$ cat config.mk
export PLATFORM = sky130hd
export DESIGN_NAME = div_iter
export DESIGN_NICKNAME = d
export VERILOG_FILES = /design/src/rtl/div_iter.sv
export SDC_FILE = /design/constraint.sdc
export NUM_CORES = 1
export LEC_CHECK = 0
export CORE_MARGIN = 2
export CORE_UTILIZATION = 60
export CTS_CLUSTER_DIAMETER = 40
export CTS_CLUSTER_SIZE = 16
export DETAILED_ROUTE_END_ITERATION = 12
export DONT_BUFFER_PORTS = 1
export GPL_TIMING_DRIVEN = 0
export PLACE_DENSITY = 0.84
export RECOVER_POWER = 100
export SLEW_MARGIN = 10
export SYNTH_ARGS = -nofsm -noshare
export SYNTH_HDL_FRONTEND = slang
export SYNTH_SLANG_ARGS = --single-unit
$ cat constraint.sdc
create_clock -name clk -period 14.9 [get_ports clk]
set_clock_uncertainty 0.2 [all_clocks]
set_input_delay 2.98 -clock clk [delete_from_list [all_inputs] [get_ports clk]]
set_output_delay 2.98 -clock clk [all_outputs]
set_load 0.02 [all_outputs]
$ cat src/rtl/div_iter.sv
// Iterative restoring divider: one quotient bit per cycle, signed/unsigned,
// divide-by-zero short path and flush annulment. Result is {remainder, quotient}.
module div_iter #(
    parameter int WIDTH = 32,
    parameter int CNT_W = 6
) (
    input  logic               clk,
    input  logic               rst,
    input  logic               signed_div_i,
    input  logic [WIDTH-1:0]   opdata1_i,
    input  logic [WIDTH-1:0]   opdata2_i,
    input  logic               start_i,
    input  logic               annul_i,
    output logic [2*WIDTH-1:0] result_o,
    output logic               ready_o,
    output logic               busy_o
);

    typedef enum logic [1:0] {IDLE, BYZERO, ON, END} state_t;

    localparam logic [CNT_W-1:0] LAST = CNT_W'(WIDTH);

    state_t             state_reg;
    logic [CNT_W-1:0]   cnt_reg;
    logic [WIDTH-1:0]   dvd_reg;     // dividend bits shift out, quotient bits shift in
    logic [WIDTH-1:0]   dvs_reg;
    logic [WIDTH-1:0]   rem_reg;
    logic               neg_a_reg;
    logic               neg_b_reg;
    logic [2*WIDTH-1:0] result_reg;
    logic               ready_reg;

    logic [WIDTH-1:0]   abs_a;
    logic [WIDTH-1:0]   abs_b;
    logic [WIDTH:0]     shifted;
    logic               below;
    logic [WIDTH-1:0]   rem_next;
    logic [WIDTH-1:0]   quot_fix;
    logic [WIDTH-1:0]   rem_fix;

    always_comb begin
        abs_a = (signed_div_i && opdata1_i[WIDTH-1]) ? -opdata1_i : opdata1_i;
        abs_b = (signed_div_i && opdata2_i[WIDTH-1]) ? -opdata2_i : opdata2_i;
        // Full-width shifted remainder so large divisors cannot overflow the trial subtract
        shifted  = {rem_reg, dvd_reg[WIDTH-1]};
        below    = shifted < {1'b0, dvs_reg};
        rem_next = below ? shifted[WIDTH-1:0] : (shifted[WIDTH-1:0] - dvs_reg);
        quot_fix = (neg_a_reg ^ neg_b_reg) ? -dvd_reg : dvd_reg;
        rem_fix  = neg_a_reg ? -rem_reg : rem_reg;
    end

    always_ff @(posedge clk or posedge rst) begin
        if (rst) begin
            state_reg  <= IDLE;
            cnt_reg    <= '0;
            dvd_reg    <= '0;
            dvs_reg    <= '0;
            rem_reg    <= '0;
            neg_a_reg  <= 1'b0;
            neg_b_reg  <= 1'b0;
            result_reg <= '0;
            ready_reg  <= 1'b0;
        end else begin
            case (state_reg)
                IDLE: begin
                    ready_reg  <= 1'b0;
                    result_reg <= '0;
                    if (start_i && !annul_i) begin
                        if (opdata2_i == '0) begin
                            state_reg <= BYZERO;
                        end else begin
                            state_reg <= ON;
                            dvd_reg   <= abs_a;
                            dvs_reg   <= abs_b;
                            rem_reg   <= '0;
                            cnt_reg   <= '0;
                            neg_a_reg <= signed_div_i & opdata1_i[WIDTH-1];
                            neg_b_reg <= signed_div_i & opdata2_i[WIDTH-1];
                        end
                    end
                end
                BYZERO: begin
                    state_reg  <= END;
                    result_reg <= '0;
                    ready_reg  <= 1'b1;
                end
                ON: begin
                    if (annul_i) begin
                        state_reg  <= IDLE;
                        cnt_reg    <= '0;
                        result_reg <= '0;
                        ready_reg  <= 1'b0;
                    end else if (cnt_reg == LAST) begin
                        state_reg  <= END;
                        result_reg <= {rem_fix, quot_fix};
                        ready_reg  <= 1'b1;
                    end else begin
                        rem_reg <= rem_next;
                        dvd_reg <= {dvd_reg[WIDTH-2:0], ~below};
                        cnt_reg <= cnt_reg + 1'b1;
                    end
                end
                END: begin
                    if (!start_i) begin
                        state_reg  <= IDLE;
                        ready_reg  <= 1'b0;
                        result_reg <= '0;
                        cnt_reg    <= '0;
                    end
                end
                default: state_reg <= IDLE;
            endcase
        end
    end

    assign result_o = result_reg;
    assign ready_o  = ready_reg;
    assign busy_o   = (state_reg == BYZERO) || (state_reg == ON);

endmodule

==> flow_results.org <==
** Place
- Summing all placed instances gives a cell area of 0.0117 sq mm.
- Port buffering added 0 buffers.
- At the end of routability-driven placement, the weighted congestion stood at 0.926.
- After legalization and detailed placement, the total HPWL measured roughly 23000 microns.

** Synth
- Most used standard cells in the synthesized netlist :: nand2_1, dfrtp_1, o21ai_0, a21oi_1, nor2_1
- Post-synthesis net count :: 1482
- Library cells used by synthesis :: 69
- For this run, the number of Yosys warnings is 0.
- In this run the mean area of a mapped cell was slightly above 8 sq um.
- The share of synthesized area in the top cell type comes to 37.6%.
- The synthesized design spends more area on one cell type than any other, namely dfrtp_1.
- Async SR Flop Fraction :: 100%
- In this run the cell area of the synthesized design comes to 0.0114 sq mm.
- Fraction of the yosys area taken by sequential cells :: 37.6%
- Ys flop type :: dfrtp_1
- Count of state elements after synthesis :: 171
- Post-synth EDFFs :: 0
- Synthesis handed over a netlist of 1369 instances.
- Cell with the most instances after synthesis :: nand2_1
- Sorting the synthesized cells by area gives the leading types as dfrtp_1, o21ai_0, nand2_1.

** GRT
- The first global-routing pass estimated just under 50000 microns of wire.
- Entering global routing, the biggest net connects between 90 and 100 pins.
- Global-route usage over all layers :: between 30% and 40%
- The total overflow left after global routing is 0.
- Via count of the first global-routing pass :: 9831
- Number of antenna violations at the first check in global routing :: 0

** Setup path
- Standard cell with the maximum stage delay on the critical path :: nor3b_1
- Critical path capture point type :: register
- STA classifies the critical path startpoint as an input port.
- In this run the critical register-to-register path is launched from rem_reg[7].
- In this run the worst setup path begins at opdata2_i[2].
- Data arrival at the endpoint of the critical path :: 7.04 ns
- Critical path required time :: 15.03 ns
- Cells traversed along the worst timing path :: or3_1 -> nor3b_1 -> nand4_1 -> o31a_1 -> o21ai_0 -> clkbuf_1 -> clkbuf_1 -> clkbuf_1 -> nand2_1 -> o31ai_1
- Counting stages on the worst path, the most repeated cell is clkbuf_1.
- Along the worst path, the maximum fanout reaches 10.
- For this run, the slowest stage of the critical path takes 0.56 ns.
- In this run the register-to-register setup slack is between 10 and 15 ns.
- By startpoint and endpoint, the worst setup path is classified as input port to register.

** Die
- In this run the standard cell core region covers between 0.015 and 0.02 sq mm.
- The die is around 140 microns tall.
- Initial core utilization :: 61.0%
- Die Width :: 142 microns
- Total number of placement rows :: 50
- I/O pin count :: between 100 and 150
- Area of the die :: 0.0201 sq mm

** Pwr
- In this run the power spent charging and discharging nets is 910 uW.
- The clock network burns 21.2% of the power.
- IR analysis of the VDD net gives a maximum drop of 97.3 uV.
- Total power per unit cell area :: 167 mW/mm^2
- Net Sw Frac :: 44.4%
- Of the total power, combinational logic draws between 40% and 50%.
- Leakage Power :: 5.48 nW
- Sequential cells account for 31.6% of the total power.
- Internal power :: 1.14 mW

** Run status
- Violated checks :: capacitance limit, slew limit
- The run finished, with violations left.

** Final layout
- Number of antenna repair diodes :: 0
- Area Growth Syn to Fin :: 7.64%
- The register with the most flip-flops in the layout has 64 of them.
- Final net count :: 1502
- The finished cells cover roughly 0.012 sq mm.
- Fill cells in the final layout number 1570.
- Cells with a size suffix above 1 make up between 4 and 5% of the layout.

** Timing
- Min Clock Period, post-route :: 6.91 ns
- Final hold analysis gives a worst-case slack of 0.307 ns.
- Final count of negative-setup-slack endpoints :: 0
- At the pin with the least slew margin, the transition time is 3.56 ns.
- Max-slew violations :: 91
- In this run the tightest slew margin relative to its limit is -138%.
- Unrepaired setup endpoints after global routing :: false
- Maximum frequency from static timing analysis :: 0.145 GHz
- The final hold violation count is 0.
- Dividing the final minimum period by the clock period gives between 40% and 50%.
- Post-route setup TNS :: 0 ns

** Drt
- Initial drt markers :: 883
- Via density per instance :: 6.23
- The detail route stage leaves a number of antenna-violating nets equal to 0.
- Via Count :: 10.2k
- In the routed design, unresolved DRC markers number 0.
- After detailed routing, the total wire length is 30400 microns.
- The pre-antenna-repair detailed-routing pass consisted of 5 iterations.
- In the final routed layout, each cell accounts on average for ~19 microns.

** Clock tree
- The H-tree generated during clock tree synthesis spans 4 levels.
- Post-CTS setup buffer count :: 0
- Buffer type at the clock tree root :: clkbuf_16
- TritonCTS built the clock tree.
- Number of sinks handled by clock tree synthesis :: approximately 170
- Clock latency reported for the late side of the worst-skew pair :: 0.44 ns
- Deepest clock path buffer count :: 2
- Clock buffers created by TritonCTS :: 17
- In this run, post-CTS repair resized a total of 0 instances.
- Number of hold buffers added after cts :: 0
- After clock tree synthesis, the clock-pin slew on the worst setup and hold paths is around 0.070 ns.

** Run
- Number of max-capacitance violations reported :: 2

** Min path
- The worst hold path begins at cnt_reg[5].
- Class of the worst hold path :: register to register
[power by group through the flow]
stage / Combinational [mW] / Clock [mW] / Sequential [mW]
2_1_floorplan: 0.731 / 0 / 0.628
3_3_place_gp: 0.925 / 0 / 0.646
3_5_place_dp: 0.949 / 0 / 0.652
4_1_cts: 0.960 / 0.433 / 0.644
5_1_grt: 1.07 / 0.453 / 0.658
6_report: 0.967 / 0.435 / 0.647
[cells by family (layout without fill, tap and decap cells)]
logic type	after synthesis	in the layout	share of synthesized area, %
flops	171	171	37.6
simple gates	439	439	17.8
fa+ha+maj	44	44	4.91
mux	24	24	2.17
compound gates	418	418	22.2
xor+xnor	139	139	10.7
buf+inv	134	167	4.58
[per-stage QoR]
step           util [%]  power, mW  std cells  worst slack, ns
6_report           65.7       2.05       1636             7.99
5_1_grt            65.7       2.18       1636             7.77
4_1_cts            65.8       2.04       1636             8.81
3_5_place_dp       62.8       1.60       1604             8.38
3_3_place_gp       62.6       1.57       1603             5.48
2_1_floorplan         -       1.36       1369             7.09
[metal layers]
metal / share of wire (%) / vias to the layer above / GRT usage, %
met5: 0 / - / 0
met2: 48 / 479 / 51.2
li1: - / 4857 / -
met4: 2.9 / 0 / 12.6
met1: 41 / 4783 / 39.4
met3: 8.4 / 73 / 5.70
[area by class of cell]
cell class	instances	area, sq um	share of cell area (%)
clock inverters	15	141	1.16
repair buffers	1	27.5	0.225
well taps	234	293	2.39
plain buffers	72	273	2.23
clock buffers	17	425	3.48
multi-input cells	1064	6570	53.6
inverters	62	234	1.91
flip-flops and latches	171	4280	35.0
[path summary, 6_finish.rpt]
check | to | cells past startpoint
min | cnt_reg[5] | 1
max | rem_reg[6] | 10
min in group asynchronous | result_o[4] | 1
max reg2reg | rem_reg[17] | 9
min reg2reg | cnt_reg[5] | 1
max in group asynchronous | dvs_reg[15] | 1
[cells in the final DEF, fill, tap and decap left out, drive strengths merged, types with 4 or more instances in the layout]
cell    netlist  final
a211oi        8      8
a41oi         4      4
a21o         17     17
and3          5      5
nand3        12     12
nor4          9      9
and2          5      5
buf          15      8
clkinv        0      7
ha           43     43
o21ai       175    175
nor3         26     26
o311ai        7      7
or3          12     12
o211ai        4      4
mux2i        19     19
xor2         83     83
dfrtp       171    171
or2           6      6
nor2        103    103
a31oi        12     12
nor2b        13     13
clkbuf       57     82
a21oi       103    103
nand4        19     19
o31ai        38     38
mux2          5      5
nand2       194    194
o41ai        12     12
o21a          9      9
inv          62     66
nand2b       12     12
xnor2        56     56
or4          14     14
[worst max-delay path: cells and delay by family]
family | cells | cell delay, ns
AO/OA/AOI/OAI | 3 | 1.06
buffers and inverters | 3 | 1.51
AND/OR/NAND/NOR | 4 | 1.50
Note: power is estimated with default switching activity, not from simulation.
